==> src/rtl/video_mono_filter_if.sv <==
// Video bus between the pixel source, the colour-mode filter and the VGA DAC pins.
// The source side uses the master modport and the filter uses the slave modport.
interface video_mono_filter_if #(
  parameter int IN_W  = 6,
  parameter int OUT_W = 3
);
  logic [IN_W-1:0]  in_r;
  logic [IN_W-1:0]  in_g;
  logic [IN_W-1:0]  in_b;
  logic             in_hsync;
  logic             in_vsync;
  logic             in_blank;
  logic [1:0]       mode;
  logic             scan_en;
  logic [OUT_W-1:0] vga_r;
  logic [OUT_W-1:0] vga_g;
  logic [OUT_W-1:0] vga_b;
  logic             vga_hsync;
  logic             vga_vsync;
  logic [1:0]       mode_act;

  modport master (
    output in_r, in_g, in_b, in_hsync, in_vsync, in_blank, mode, scan_en,
    input  vga_r, vga_g, vga_b, vga_hsync, vga_vsync, mode_act
  );

  modport slave (
    input  in_r, in_g, in_b, in_hsync, in_vsync, in_blank, mode, scan_en,
    output vga_r, vga_g, vga_b, vga_hsync, vga_vsync, mode_act
  );
endinterface

==> src/rtl/video_mono_filter.sv <==
// Three-stage colour-mode processor (colour/green/amber/grey) with frame-synchronous
// mode switching and optional odd-line dimming; data and syncs leave delay-matched.
module video_mono_filter #(
  parameter int IN_W   = 6,
  parameter int OUT_W  = 3,
  parameter int KR     = 54,
  parameter int KG     = 183,
  parameter int KB     = 19,
  parameter int HS_POL = 0,
  parameter int VS_POL = 0
) (
  input  logic               clk,
  input  logic               rst_n,
  video_mono_filter_if.slave vid
);

  localparam int PW = IN_W + 8;
  localparam int SW = IN_W + 10;
  localparam logic [7:0] KR8 = 8'(KR);
  localparam logic [7:0] KG8 = 8'(KG);
  localparam logic [7:0] KB8 = 8'(KB);
  localparam logic HS_ACT = 1'(HS_POL);
  localparam logic VS_ACT = 1'(VS_POL);
  localparam logic [SW-1:0] Y_MAX = SW'((2 ** IN_W) - 1);

  typedef enum logic [1:0] {
    MODE_COLOUR = 2'b00,
    MODE_GREEN  = 2'b01,
    MODE_AMBER  = 2'b10,
    MODE_GREY   = 2'b11
  } mode_e;

  logic      hs_d;
  logic      vs_d;
  logic      line_par;
  logic      scan_act;
  mode_e     mode_act;
  logic      hs_lead;
  logic      vs_lead;

  logic [PW-1:0]   s1_pr, s1_pg, s1_pb;
  logic [IN_W-1:0] s1_r, s1_g, s1_b;
  logic            s1_blank, s1_hs, s1_vs, s1_par;

  logic [IN_W-1:0] s2_y, s2_r, s2_g, s2_b;
  logic            s2_blank, s2_hs, s2_vs, s2_par;

  logic [OUT_W-1:0] out_r, out_g, out_b;
  logic             out_hs, out_vs;

  logic [SW-1:0]   luma_sum;
  logic [SW-1:0]   luma_shr;
  logic [IN_W-1:0] y_next;
  logic [IN_W-1:0] sel_r, sel_g, sel_b;
  logic [IN_W-1:0] dim_r, dim_g, dim_b;
  logic            dim_on;

  assign hs_lead = (vid.in_hsync == HS_ACT) && (hs_d != HS_ACT);
  assign vs_lead = (vid.in_vsync == VS_ACT) && (vs_d != VS_ACT);

  // Mode and scanline enable only change on the VSYNC leading edge, which lies in blanking.
  always_ff @(posedge clk or negedge rst_n) begin
    if (!rst_n) begin
      hs_d     <= ~HS_ACT;
      vs_d     <= ~VS_ACT;
      mode_act <= MODE_COLOUR;
      scan_act <= 1'b0;
      line_par <= 1'b0;
    end else begin
      hs_d <= vid.in_hsync;
      vs_d <= vid.in_vsync;
      if (vs_lead) begin
        mode_act <= mode_e'(vid.mode);
        scan_act <= vid.scan_en;
        line_par <= 1'b0;
      end else if (hs_lead) begin
        line_par <= ~line_par;
      end
    end
  end

  always_ff @(posedge clk or negedge rst_n) begin
    if (!rst_n) begin
      s1_pr    <= '0;
      s1_pg    <= '0;
      s1_pb    <= '0;
      s1_r     <= '0;
      s1_g     <= '0;
      s1_b     <= '0;
      s1_blank <= 1'b1;
      s1_hs    <= ~HS_ACT;
      s1_vs    <= ~VS_ACT;
      s1_par   <= 1'b0;
    end else begin
      s1_pr    <= PW'(KR8) * PW'(vid.in_r);
      s1_pg    <= PW'(KG8) * PW'(vid.in_g);
      s1_pb    <= PW'(KB8) * PW'(vid.in_b);
      s1_r     <= vid.in_r;
      s1_g     <= vid.in_g;
      s1_b     <= vid.in_b;
      s1_blank <= vid.in_blank;
      s1_hs    <= vid.in_hsync;
      s1_vs    <= vid.in_vsync;
      s1_par   <= line_par;
    end
  end

  // Rounded luma; the clamp only matters when the weights sum above 256.
  always_comb begin
    luma_sum = SW'(s1_pr) + SW'(s1_pg) + SW'(s1_pb) + SW'(128);
    luma_shr = luma_sum >> 8;
    y_next   = '1;
    if (luma_shr <= Y_MAX) begin
      y_next = luma_shr[IN_W-1:0];
    end
  end

  always_ff @(posedge clk or negedge rst_n) begin
    if (!rst_n) begin
      s2_y     <= '0;
      s2_r     <= '0;
      s2_g     <= '0;
      s2_b     <= '0;
      s2_blank <= 1'b1;
      s2_hs    <= ~HS_ACT;
      s2_vs    <= ~VS_ACT;
      s2_par   <= 1'b0;
    end else begin
      s2_y     <= y_next;
      s2_r     <= s1_r;
      s2_g     <= s1_g;
      s2_b     <= s1_b;
      s2_blank <= s1_blank;
      s2_hs    <= s1_hs;
      s2_vs    <= s1_vs;
      s2_par   <= s1_par;
    end
  end

  always_comb begin
    sel_r = s2_r;
    sel_g = s2_g;
    sel_b = s2_b;
    case (mode_act)
      MODE_GREEN: begin
        sel_r = '0;
        sel_g = s2_y;
        sel_b = '0;
      end
      MODE_AMBER: begin
        sel_r = s2_y;
        sel_g = s2_y >> 1;
        sel_b = '0;
      end
      MODE_GREY: begin
        sel_r = s2_y;
        sel_g = s2_y;
        sel_b = s2_y;
      end
      default: begin
        sel_r = s2_r;
        sel_g = s2_g;
        sel_b = s2_b;
      end
    endcase
    dim_on = scan_act && s2_par;
    dim_r  = sel_r;
    dim_g  = sel_g;
    dim_b  = sel_b;
    if (dim_on) begin
      dim_r = sel_r - (sel_r >> 2);
      dim_g = sel_g - (sel_g >> 2);
      dim_b = sel_b - (sel_b >> 2);
    end
  end

  // Output keeps the top OUT_W bits of each component with no rounding.
  always_ff @(posedge clk or negedge rst_n) begin
    if (!rst_n) begin
      out_r  <= '0;
      out_g  <= '0;
      out_b  <= '0;
      out_hs <= ~HS_ACT;
      out_vs <= ~VS_ACT;
    end else begin
      out_hs <= s2_hs;
      out_vs <= s2_vs;
      if (s2_blank) begin
        out_r <= '0;
        out_g <= '0;
        out_b <= '0;
      end else begin
        out_r <= OUT_W'(dim_r >> (IN_W - OUT_W));
        out_g <= OUT_W'(dim_g >> (IN_W - OUT_W));
        out_b <= OUT_W'(dim_b >> (IN_W - OUT_W));
      end
    end
  end

  assign vid.vga_r     = out_r;
  assign vid.vga_g     = out_g;
  assign vid.vga_b     = out_b;
  assign vid.vga_hsync = out_hs;
  assign vid.vga_vsync = out_vs;
  assign vid.mode_act  = mode_act;

endmodule
==> src/flat_wrapper.sv <==
// flat-port wrapper written by rule: the top's interface ports become plain ports
module video_mono_filter_flat 
#(
  parameter int IN_W   = 6,
  parameter int OUT_W  = 3,
  parameter int KR     = 54,
  parameter int KG     = 183,
  parameter int KB     = 19,
  parameter int HS_POL = 0,
  parameter int VS_POL = 0
)
  (clk, rst_n, vid_in_r, vid_in_g, vid_in_b, vid_in_hsync, vid_in_vsync, vid_in_blank, vid_mode, vid_scan_en, vid_vga_r, vid_vga_g, vid_vga_b, vid_vga_hsync, vid_vga_vsync, vid_mode_act);
  video_mono_filter_if #(.IN_W(IN_W), .OUT_W(OUT_W)) vid_i ();
  input  logic clk;
  input  logic rst_n;
  input wire logic [$bits(vid_i.in_r)-1:0] vid_in_r;
  input wire logic [$bits(vid_i.in_g)-1:0] vid_in_g;
  input wire logic [$bits(vid_i.in_b)-1:0] vid_in_b;
  input wire logic [$bits(vid_i.in_hsync)-1:0] vid_in_hsync;
  input wire logic [$bits(vid_i.in_vsync)-1:0] vid_in_vsync;
  input wire logic [$bits(vid_i.in_blank)-1:0] vid_in_blank;
  input wire logic [$bits(vid_i.mode)-1:0] vid_mode;
  input wire logic [$bits(vid_i.scan_en)-1:0] vid_scan_en;
  output wire logic [$bits(vid_i.vga_r)-1:0] vid_vga_r;
  output wire logic [$bits(vid_i.vga_g)-1:0] vid_vga_g;
  output wire logic [$bits(vid_i.vga_b)-1:0] vid_vga_b;
  output wire logic [$bits(vid_i.vga_hsync)-1:0] vid_vga_hsync;
  output wire logic [$bits(vid_i.vga_vsync)-1:0] vid_vga_vsync;
  output wire logic [$bits(vid_i.mode_act)-1:0] vid_mode_act;
  assign vid_i.in_r = vid_in_r;
  assign vid_i.in_g = vid_in_g;
  assign vid_i.in_b = vid_in_b;
  assign vid_i.in_hsync = vid_in_hsync;
  assign vid_i.in_vsync = vid_in_vsync;
  assign vid_i.in_blank = vid_in_blank;
  assign vid_i.mode = vid_mode;
  assign vid_i.scan_en = vid_scan_en;
  assign vid_vga_r = vid_i.vga_r;
  assign vid_vga_g = vid_i.vga_g;
  assign vid_vga_b = vid_i.vga_b;
  assign vid_vga_hsync = vid_i.vga_hsync;
  assign vid_vga_vsync = vid_i.vga_vsync;
  assign vid_mode_act = vid_i.mode_act;
  video_mono_filter #(.IN_W(IN_W), .OUT_W(OUT_W), .KR(KR), .KG(KG), .KB(KB), .HS_POL(HS_POL), .VS_POL(VS_POL)) u_core (.clk(clk), .rst_n(rst_n), .vid(vid_i));
endmodule
==> config.mk <==
export PLATFORM = sky130hd
export DESIGN_NAME = video_mono_filter_flat
export DESIGN_NICKNAME = d
export VERILOG_FILES = /design/src/rtl/video_mono_filter_if.sv /design/src/rtl/video_mono_filter.sv /design/src/flat_wrapper.sv
export SDC_FILE = /design/constraint.sdc
export NUM_CORES = 1
export LEC_CHECK = 0
export BUFFER_PORTS_ARGS = -buffer_cell sky130_fd_sc_hd__buf_4
export CORE_AREA = 2 2 109 111
export CTS_BUF_LIST = sky130_fd_sc_hd__clkbuf_8
export DETAILED_ROUTE_END_ITERATION = 6
export DIE_AREA = 0 0 111 113
export GPL_TIMING_DRIVEN = 0
export PLACE_DENSITY = 0.73
export SLEW_MARGIN = 20
export SYNTH_ARGS = -nofsm -noshare
export SYNTH_HDL_FRONTEND = slang
export SYNTH_SLANG_ARGS = --single-unit
==> constraint.sdc <==
create_clock -name clk -period 6.5 [get_ports clk]
set_input_delay 1.625 -clock clk [delete_from_list [all_inputs] [get_ports clk]]
set_output_delay 1.625 -clock clk [all_outputs]
set_load 0.1 [all_outputs]
==> impl_metrics.py, run 1 <==
metrics = {
    "run_status": {
        "status": "complete, no violations",
    },
    "layout": {
        "syn2layout_area_growth_pct": 10.9,
        "antenna_cells": 0,
        "drive_gt1_share_pct": 12.0,
        "num-nets-final": 757,
    },
    "floorplanning": {
        "dieArea_mm2": 0.0125,
        "die_w_um": 111,
        "rows": 39,
        "die_h_um": 113,
        "initial_core_util_pct": 54.7,
        "ioPinCount": 39,
        "core_area_mm2": 0.0113,
    },
    "yosys": {
        "synth-edff-count": 0,
        "ys_warn_count": 0,
        "synthTopCellsByCount": "105 x ha_1, 90 x dfrtp_1, 77 x inv_1, 33 x a21oi_1, 30 x nor2_1",
        "synthTopCellsByArea": "dfrtp_1 37%, ha_1 21%, fa_1 6.8%",
        "yosysMostFrequentCell": "ha_1",
        "syn_area_per_cell_um2": 11.1,
        "ys_seq_elements": 98,
        "synthesis.nets": 708,
        "syn_inst": 556,
        "synth.distinct_cells": 53,
        "synth-async-reset-ratio_pct": 100,
        "ys.flop_type": "dfrtp_1",
        "syn_area_mm2": 0.00616,
        "yosysTopAreaCell": "dfrtp_1",
        "synth_top_area_share_pct": 36.5,
        "ys_seq_area_share_pct": 40.0,
    },
    "timing": {
        "fin_crit_sh_pct": 78.8,
        "fin_worst_skew_ps": 8.17,
        "fin_setup_tns_ps": 0,
        "max_freq_mhz": 195,
        "rsz0062_at_grt": "false",
        "slew_viol_final": 0,
        "relSlewSlack_pct": 45.9,
        "worstMarginPinSlew_ps": 812,
        "setup_violations": 0,
        "whs_ps": 348,
        "fin_crit_ps": 5120,
        "hold_viol": 0,
    },
    "clock_network": {
        "clk_latency_ps": 360,
        "cts-htree-levels": 3,
        "cts_buffer_depth": 2,
        "cts_tree": "done",
        "clock_sinks": 98,
        "post_cts_buffers": 0,
        "root_buffer": "clkbuf_8",
        "cts_buffers": 9,
        "hold_buffers": 0,
        "post_cts_resized": 0,
        "clk_pin_slew_ps": 90,
    },
    "critical_path": {
        "r2r_cells": 17,
        "worstReg2RegStart": "u_core.s1_r[0]",
        "crit_path_start_kind": "input port",
        "timing.rr.end": "u_core.s2_y[2]",
        "path_common_cell": "fa_1",
        "cp_cell_sequence": "buf_4, fa_1, inv_1, fa_1, fa_1, inv_1, ha_1, a21o_1, a21oi_1, o21bai_1, a2111oi_0, o31ai_1, a21oi_1, xnor2_1",
        "cp.arrival_ps": 5410,
        "critPathSlowestCell": "a2111oi_0",
        "reg2reg_slack_ps": 2120,
        "endpoint_kind": "flip-flop",
        "cp.required_ps": 6790,
        "path_class": "input port to flip-flop",
        "critPathMaxStageDelay_ps": 730,
        "crit_fanout": 5,
    },
    "worst_hold_path": {
        "min-delay-start": "u_core.s1_r[1]",
        "min_to": "u_core.s2_r[1]",
        "hold_depth": 0,
        "hold_path_class": "flip-flop to flip-flop",
    },
    "routing": {
        "drc": 0,
        "first_pass_iters": 4,
        "wl_per_cell_um": 14.6,
        "viasPerCell": 5.43,
        "drtAntennaViolNets": 0,
        "dr_total_vias": 4086,
        "drtIter0Drc": 120,
        "wl_um": 11000,
    },
    "global_routing": {
        "antenna_found_initial": 0,
        "grt_max_degree": 99,
        "grt_first_pass_wirelength_um": 18800,
        "grt.overflow.total": 0,
        "grt_pass1_vias": 4176,
        "grt_usage_pct": 18.7,
    },
    "power_and_ir_drop": {
        "power_density_mw_per_mm2": 478,
        "irDropWorstVdd_uv": 297,
        "p_leak_uw": 0.00343,
    },
    "placed_design": {
        "dpl.hpwl_um": 8840,
        "numPortBuffers": 38,
        "place.gp.congestion": 0.853,
    },
    "run": {
        "drv_cap": 0,
    },
}
[critical path, delay by kind of cell]
family / cells / cell delay [ps]
adder cells (fa/ha/maj): 4 / 1830
AO/OA/AOI/OAI: 6 / 1590
XOR/XNOR: 1 / 130
buffers and inverters: 3 / 240
[routing by layer]
| layer | vias up | part of all wire [%] | track usage (%) |
|---|---|---|---|
| met2 | 75 | 51 | 33.8 |
| met5 | - | 0 | 0 |
| met4 | 0 | 2.6 | 7.33 |
| met3 | 28 | 2.8 | 3.59 |
| met1 | 1961 | 43 | 22.2 |
| li1 | 2022 | - | - |
[how the worst max path moves through the flow]
| stage | cells past startpoint | end | start |
|---|---|---|---|
| detailed placement | 14 | u_core.s1_pg[13] | vid_in_g[3] |
| global route | 14 | u_core.s1_pg[13] | vid_in_g[3] |
| global placement | 14 | u_core.s1_pg[13] | vid_in_g[3] |
| floorplan | 13 | u_core.s1_pg[13] | vid_in_g[3] |
| finish | 14 | u_core.s1_pg[13] | vid_in_g[3] |
| CTS | 14 | u_core.s1_pg[13] | vid_in_g[3] |
[power by group]
part           switching, uW  internal (uW)  leakage [uW]
logic                   1170            879       0.00218
clock network            209            182     0.0000996
registers               73.6            755       0.00116
total                   1450           1820       0.00343
[stage by stage]
step                      util (%)  cells  instance area [um2]  total power (uW)  setup WS [ps]
after floorplan                  -    556                 6160              2450           1560
after global placement        58.8    737                 6630              2770           1150
final                         60.6    753                 6830              3270           1380
after global routing          60.6    753                 6830              3600           1130
after detailed placement      58.8    737                 6630              2880            996
after CTS                     60.6    753                 6830              3280           1370
[logic make-up (layout without fill, tap and decap cells)]
kind of cell,after synthesis,in the layout,share of synthesized area (%)
buf+inv,84,138,5.26
mux,9,9,1.54
flops,98,98,40.0
compound gates,115,115,12.5
fa+ha+maj,126,126,28.1
xor+xnor,35,35,4.97
simple gates,89,89,7.61
[area by class of cell]
class	instances	area [um2]
Fill cell	913	4440
Multi-Input combinational cell	374	3380
Sequential cell	98	2460
Timing Repair Buffer	38	289
Inverter	77	289
Tap cell	143	179
Clock buffer	9	124
Clock inverter	7	77.6
Buffer	7	35.0
[cell usage in the layout, fill, tap and decap left out, types with 3 or more instances in the layout]
cell | Yosys | layout
a211oi_1 | 4 | 4
a21o_1 | 10 | 10
a21oi_1 | 33 | 33
a22o_1 | 6 | 6
a22oi_1 | 4 | 4
a31oi_1 | 3 | 3
and3_1 | 3 | 3
buf_4 | 0 | 37
clkbuf_1 | 5 | 5
clkbuf_8 | 0 | 9
dfrtp_1 | 90 | 90
dfstp_2 | 8 | 8
fa_1 | 21 | 21
ha_1 | 105 | 105
inv_1 | 77 | 78
mux2_2 | 4 | 4
mux2i_1 | 5 | 5
nand2_1 | 18 | 18
nand3_1 | 7 | 7
nand4_1 | 4 | 4
nor2_1 | 30 | 30
nor2b_1 | 4 | 4
nor3_1 | 6 | 6
o211ai_1 | 3 | 3
o21a_1 | 8 | 8
o21ai_0 | 17 | 17
o21bai_1 | 7 | 7
o31a_1 | 5 | 5
xnor2_1 | 26 | 26
xor2_1 | 9 | 9
[registers in the layout (all words and copies together), names as in the netlist, 2 cells and up]
| name | flops |
|---|---|
| u_core.vid.vga_r | 3 |
| u_core.s2_g | 6 |
| u_core.s2_b | 6 |
| u_core.s1_pg | 14 |
| u_core.s2_r | 6 |
| u_core.s1_pb | 10 |
| u_core.s1_pr | 10 |
| u_core.s2_y | 6 |
| u_core.vid.mode_act | 2 |
| u_core.vid.vga_g | 3 |
| u_core.s1_b | 6 |
| u_core.s1_g | 5 |
| u_core.s1_r | 6 |
| u_core.vid.vga_b | 3 |
Note: power is estimated with default switching activity, not from simulation.
==> inputs of run 2 (changes only) <==
--- a/config.mk
+++ b/config.mk
@@ -5,13 +5,14 @@
 export SDC_FILE = /design/constraint.sdc
 export NUM_CORES = 1
 export LEC_CHECK = 0
+export ABC_AREA = 1
 export BUFFER_PORTS_ARGS = -buffer_cell sky130_fd_sc_hd__buf_4
-export CORE_AREA = 2 2 109 111
+export CORE_AREA = 2 2 113 115
 export CTS_BUF_LIST = sky130_fd_sc_hd__clkbuf_8
 export DETAILED_ROUTE_END_ITERATION = 6
-export DIE_AREA = 0 0 111 113
+export DIE_AREA = 0 0 115 117
 export GPL_TIMING_DRIVEN = 0
-export PLACE_DENSITY = 0.73
+export PLACE_DENSITY = 0.75
 export SLEW_MARGIN = 20
 export SYNTH_ARGS = -nofsm -noshare
 export SYNTH_HDL_FRONTEND = slang
==> constraint.sdc (replaced) <==
create_clock -name clk -period 4.7 [get_ports clk]
set_input_delay 1.175 -clock clk [delete_from_list [all_inputs] [get_ports clk]]
set_output_delay 1.175 -clock clk [all_outputs]
set_load 0.1 [all_outputs]
==> impl_metrics.py, run 2 <==
metrics = {
    "layout": {
        "drive_gt1_share_pct": 12.5,
        "reg_top3": "u_core.s1_pg (14), u_core.s1_pb (10), u_core.s1_pr (10)",
        "regMostFlops": "u_core.s1_pg",
        "final_common_cell": "nand2_1",
        "layout_common_cells": "127 x nand2_1, 115 x inv_1, 105 x ha_1",
        "syn2layout_area_growth_pct": 10.7,
        "antenna_cells": 0,
        "num-nets-final": 901,
        "largest_register_ffs": 14,
    },
    "timing": {
        "fin_crit_ps": 3810,
        "setup_violations": 0,
        "slew_viol_final": 0,
        "relSlewSlack_pct": 59.0,
        "worstMarginPinSlew_ps": 615,
        "worst_slack_ps": 886,
        "fin_setup_tns_ps": 0,
        "rsz0062_at_grt": "false",
        "fin_crit_sh_pct": 81.1,
        "max_freq_mhz": 262,
        "hold_viol": 0,
        "fin_worst_skew_ps": 11.5,
    },
    "yosys": {
        "synth.distinct_cells": 42,
        "ys.flop_type": "dfrtp_1",
        "syn_area_mm2": 0.00656,
        "synthTopCellsByCount": "127 x nand2_1, 114 x inv_1, 105 x ha_1, 90 x dfrtp_1, 43 x a21oi_1",
        "synthesis.nets": 851,
        "synth_top_area_share_pct": 34.3,
        "synthXorXnorAreaFrac_pct": 4.80,
        "synthMuxAreaShare_pct": 0.172,
        "ys_seq_elements": 98,
        "synthAdderAreaFrac_pct": 26.4,
        "syn_area_per_cell_um2": 9.39,
        "yosysMostFrequentCell": "nand2_1",
        "ys_warn_count": 0,
        "ys_seq_area_share_pct": 37.5,
        "syn_inst": 699,
        "yosysTopAreaCell": "dfrtp_1",
        "synth_top_family_by_area": "adder cells",
        "synthTopCellsByArea": "dfrtp_1 34%, ha_1 20%, nand2_1 7.3%",
        "synth_compound_area_share_pct": 7.53,
        "synth-async-reset-ratio_pct": 100,
        "yosys.area_share.simple_pct": 16.1,
        "synth-edff-count": 0,
    },
    "clock_network": {
        "post_cts_resized": 0,
        "cts_buffers": 9,
        "cts_buffer_depth": 2,
        "cts_tree": "done",
        "clock_sinks": 98,
        "clk_latency_ps": 370,
        "cts-htree-levels": 3,
        "hold_buffers": 0,
        "clk_pin_slew_ps": 100,
        "post_cts_buffers": 0,
        "root_buffer": "clkbuf_8",
    },
    "critical_path": {
        "critPathMaxStageDelay_ps": 540,
        "crit_path_start_kind": "input port",
        "path_common_cell": "fa_1",
        "r2r_cells": 17,
        "crit_fanout": 6,
        "crit_buf_inv": 3,
        "cp_top_family": "adder cells",
        "cp.required_ps": 4940,
        "cp.arrival_ps": 4060,
        "cp_cell_sequence": "buf_4, fa_1, fa_1, inv_1, fa_1, inv_1, ha_1, a21oi_1, nand2_1, nand2_1, o2111ai_1, xor2_1",
        "endpoint_kind": "flip-flop",
        "path_class": "input port to flip-flop",
        "cp_num_cells": 12,
        "critPathSlowestCell": "fa_1",
    },
    "power_and_ir_drop": {
        "comb_power_share_pct": 67.0,
        "seqPwrFrac_pct": 22.2,
        "power_density_mw_per_mm2": 707,
        "clkPwrFrac_pct": 10.8,
        "switching_share_pct": 49.3,
        "irDropWorstVdd_uv": 488,
        "p_int_uw": 2610,
        "p_switching_uw": 2530,
        "p_leak_uw": 0.00399,
    },
    "global_routing": {
        "grtUsageMet1_pct": 24.2,
        "grt_usage_pct": 19.7,
        "grt_first_pass_wirelength_um": 20700,
        "grt.overflow.total": 0,
        "grt_max_degree": 51,
        "met3_usage_pct": 2.16,
        "antenna_found_initial": 0,
        "met2_usage_pct": 35.0,
        "grt_pass1_vias": 4597,
        "top_usage_layer": "met2",
    },
    "floorplanning": {
        "die_w_um": 115,
        "die_h_um": 117,
        "initial_core_util_pct": 53.3,
        "dieArea_mm2": 0.0135,
        "rows": 41,
        "ioPinCount": 39,
        "core_area_mm2": 0.0123,
    },
    "routing": {
        "viasPerCell": 5.21,
        "drc": 0,
        "drtIter0Drc": 244,
        "wl_per_cell_um": 13.7,
        "wl_um": 12400,
        "dr_total_vias": 4707,
        "first_pass_iters": 4,
        "drtAntennaViolNets": 0,
    },
    "placed_design": {
        "dpl.hpwl_um": 10200,
        "place_ws_ps": 499,
        "numPortBuffers": 38,
        "place.gp.congestion": 0.866,
    },
    "worst_hold_path": {
        "hold_path_class": "flip-flop to flip-flop",
        "hold_depth": 0,
    },
    "run_status": {
        "status": "complete, no violations",
    },
    "run": {
        "drv_cap": 0,
    },
}
[run 2: cell type report]
class	instances	area (um2)
multi-input cells	478	3610
clock inverters	7	77.6
clock buffers	9	124
fillers	997	5050
repair buffers	39	313
plain buffers	2	22.5
flip-flops and latches	98	2460
well taps	150	188
inverters	121	464
[run 2: per-stage QoR]
stage / std cells / utilization, % / cell area, um2 / total power, uW / hold slack [ps]
floorplan: 699 / - / 6560 / 3830 / 331
finish: 904 / 59.0 / 7270 / 5140 / 347
CTS: 904 / 59.0 / 7270 / 5140 / 350
detailed placement: 888 / 57.4 / 7060 / 4560 / 335
global placement: 887 / 57.2 / 7040 / 4470 / 333
global route: 904 / 59.0 / 7270 / 5740 / 363
[run 2: layer usage]
metal / wire [um] / up-vias
li1: - / 2369
met1: 5430 / 2217
met2: 6340 / 95
met3: 299 / 26
met4: 331 / 0
met5: 0 / -
[run 2: cells by family (layout without fill, tap and decap cells)]
family / after synthesis / after routing
buffers and inverters: 123 / 178
DFF: 98 / 98
adders and majority gates: 126 / 126
and+or+nand+nor: 233 / 233
muxes: 1 / 1
xor gates and xnor gates: 36 / 36
AOI/OAI and AO/OA: 82 / 82
[run 2: worst register-to-register path, stage by stage, from the launching register on]
cell and delay, ps:
dfrtp_1 380, ha_1 180, inv_1 60, fa_1 400
nand3b_1 170, nand2_1 140, a21oi_1 110, nand2_1 90
nand2_1 70, xnor2_1 300, ha_1 310, ha_1 350
inv_1 90, o21bai_1 90, a21boi_0 300, nand2_1 120
nand3_1 180, nand3_1 110
[run 2: final timing paths]
check	start	to	slack, ps
setup reg to reg	u_core.s1_r[0]	u_core.s2_y[0]	1130
min in group asynchronous	rst_n	u_core.vid.vga_g[0]	820
max in group asynchronous	rst_n	u_core.s2_hs	3180
setup / recovery	vid_in_g[3]	u_core.s1_pg[11]	890
hold / removal	u_core.s1_g[1]	u_core.s2_g[1]	350
hold reg to reg	u_core.s1_g[1]	u_core.s2_g[1]	350
[run 2: power groups by stage]
stage | logic [uW] | clock network, uW | registers, uW
2_1_floorplan | 2570 | 0 | 1260
3_3_place_gp | 3310 | 0 | 1160
3_5_place_dp | 3400 | 0 | 1160
4_1_cts | 3430 | 570 | 1140
5_1_grt | 3980 | 604 | 1160
6_report | 3440 | 555 | 1140
==> inputs of run 3 (changes only) <==
==> constraint.sdc (replaced) <==
create_clock -name clk -period 3.5 [get_ports clk]
set_input_delay 0.875 -clock clk [delete_from_list [all_inputs] [get_ports clk]]
set_output_delay 0.875 -clock clk [all_outputs]
set_load 0.1 [all_outputs]
==> impl_metrics.py, run 3 (synthesis results as in run 2) <==
metrics = {
    "global_routing": {
        "grt_usage_pct": 20.6,
        "grt_pass1_vias": 4756,
        "antenna_found_initial": 0,
        "grt.overflow.total": 0,
        "grt_max_degree": 54,
        "grt_first_pass_wirelength_um": 21600,
    },
    "critical_path": {
        "path_class": "input port to flip-flop",
        "cp.required_ps": 3780,
        "critPathMaxStageDelay_ps": 560,
        "cp.arrival_ps": 3690,
        "endpoint_kind": "flip-flop",
        "critPathSlowestCell": "fa_1",
        "cp_top_family": "adder cells",
        "crit_path_start_kind": "input port",
        "crit_fanout": 5,
        "cp_cell_sequence": "buf_4, fa_1, inv_1, fa_1, fa_1, inv_1, ha_4, a21oi_2, nand2_2, nand4_1, nand2_2, a31oi_4, inv_1, nand2_1, nand2_1",
        "crit_buf_inv": 4,
    },
    "power_and_ir_drop": {
        "p_leak_uw": 0.00401,
        "irDropWorstVdd_uv": 528,
        "clkPwrFrac_pct": 10.6,
        "seqPwrFrac_pct": 21.3,
        "power_density_mw_per_mm2": 978,
        "p_switching_uw": 3540,
        "p_int_uw": 3670,
        "comb_power_share_pct": 68.1,
        "switching_share_pct": 49.1,
    },
    "layout": {
        "drive_gt1_share_pct": 14.8,
        "multi_input_area_mm2": 0.00371,
        "reg_top3": "u_core.s1_pg (14), u_core.s1_pb (10), u_core.s1_pr (10)",
        "final_area_mm2": 0.00738,
        "final_common_cell": "nand2_1",
        "largest_register_ffs": 14,
        "stdcell_count": 906,
        "post-route-util_pct": 59.9,
        "syn2layout_area_growth_pct": 12.4,
        "layout_common_cells": "124 x nand2_1, 114 x inv_1, 100 x ha_1",
        "fillers": 1033,
        "ff_latch_area_mm2": 0.00246,
        "antenna_cells": 0,
        "num-nets-final": 903,
        "regMostFlops": "u_core.s1_pg",
    },
    "clock_network": {
        "cts-htree-levels": 3,
        "root_buffer": "clkbuf_8",
        "cts_buffers": 9,
        "clock_sinks": 98,
        "cts_buffer_depth": 2,
        "clk_latency_ps": 380,
        "clk_pin_slew_ps": 100,
        "cts_tree": "done",
    },
    "routing": {
        "first_pass_iters": 4,
        "dr_total_vias": 4686,
        "drtAntennaViolNets": 0,
        "wl_um": 12600,
        "wl_per_cell_um": 13.9,
        "drc": 0,
        "viasPerCell": 5.17,
        "drtIter0Drc": 249,
    },
    "timing": {
        "slew_viol_final": 0,
        "max_freq_mhz": 293,
        "hold_viol": 0,
        "fin_crit_sh_pct": 97.4,
        "worst_slack_ps": 92.4,
        "fin_crit_ps": 3410,
        "worstMarginPinSlew_ps": 601,
        "setup_violations": 0,
        "fin_worst_skew_ps": 7.51,
        "relSlewSlack_pct": 59.9,
    },
    "worst_hold_path": {
        "hold_path_class": "flip-flop to flip-flop",
    },
    "run_status": {
        "status": "complete, no violations",
    },
    "floorplanning": {
        "dieArea_mm2": 0.0135,
        "rows": 41,
        "ioPinCount": 39,
        "die_w_um": 115,
        "die_h_um": 117,
        "core_area_mm2": 0.0123,
        "initial_core_util_pct": 53.3,
    },
    "placed_design": {
        "place_ws_ps": -343,
        "numPortBuffers": 38,
        "dpl.hpwl_um": 10400,
        "place_area_mm2": 0.00708,
        "place.gp.congestion": 0.869,
        "dp_cells": 888,
    },
    "run": {
        "drv_cap": 0,
    },
}
-- run 3: worst paths after layout --
| check | start | end | slack, ps | depth (start not counted) |
|---|---|---|---|---|
| max in group asynchronous | rst_n | u_core.s2_hs | 2290 | 2 |
| setup / recovery | vid_in_g[3] | u_core.s1_pg[12] | 90 | 15 |
| min in group asynchronous | rst_n | u_core.s1_pb[8] | 500 | 1 |
| hold / removal | u_core.s1_b[4] | u_core.s2_b[4] | 360 | 0 |
| setup reg to reg | u_core.s1_r[0] | u_core.s2_y[4] | 240 | 19 |
| hold reg to reg | u_core.s1_b[4] | u_core.s2_b[4] | 360 | 0 |
-- run 3: cell type report --
cell class / count / share of cell area [%]
multi-input combinational: 478 / 50.2
sequential: 98 / 33.4
inverter: 121 / 6.29
timing repair buffer: 41 / 4.44
tap: 150 / 2.54
clock buffer: 9 / 1.68
clock inverter: 7 / 1.15
buffer: 2 / 0.305
-- run 3: power by group through the flow --
stage               Sequential [uW]  Combinational (uW)  Clock (uW)
detailed placement             1560                4610           0
global route                   1560                5600         837
floorplan                      1690                3460           0
CTS                            1540                4650         791
finish                         1530                4920         767
global placement               1550                4460           0
-- run 3: per-stage QoR --
stage / hold slack, ps / power (uW) / TNS [ps]
final: 356 / 7220 / 0
after floorplan: 331 / 5150 / 0
after CTS: 358 / 6980 / 0
after global placement: 334 / 6010 / -1340
after detailed placement: 336 / 6160 / -1850
after global routing: 365 / 8000 / -40.1
-- run 3: worst register-to-register path, delay by kind of cell, from the launching register on --
family	cells	cell delay (ps)
fa+ha+maj	4	1090
xor+xnor	1	290
compound gates	3	370
flops	1	390
simple gates	9	870
buf+inv	2	140
-- run 3: per-layer routing --
metal,up-vias,wire [um],track usage [%]
li1,2372,-,-
met2,63,6530,36.6
met4,0,302,6.99
met3,19,305,3.86
met5,-,0,0
met1,2232,5490,25.2
-- run 3: timing repair --
action                                  4_1_cts  5_1_grt
pin swaps                                     0       10
endpoints found under the setup margin        4        9
buffers inserted                              0        2
hold buffers                                  0        0
gates resized for setup                       1       15
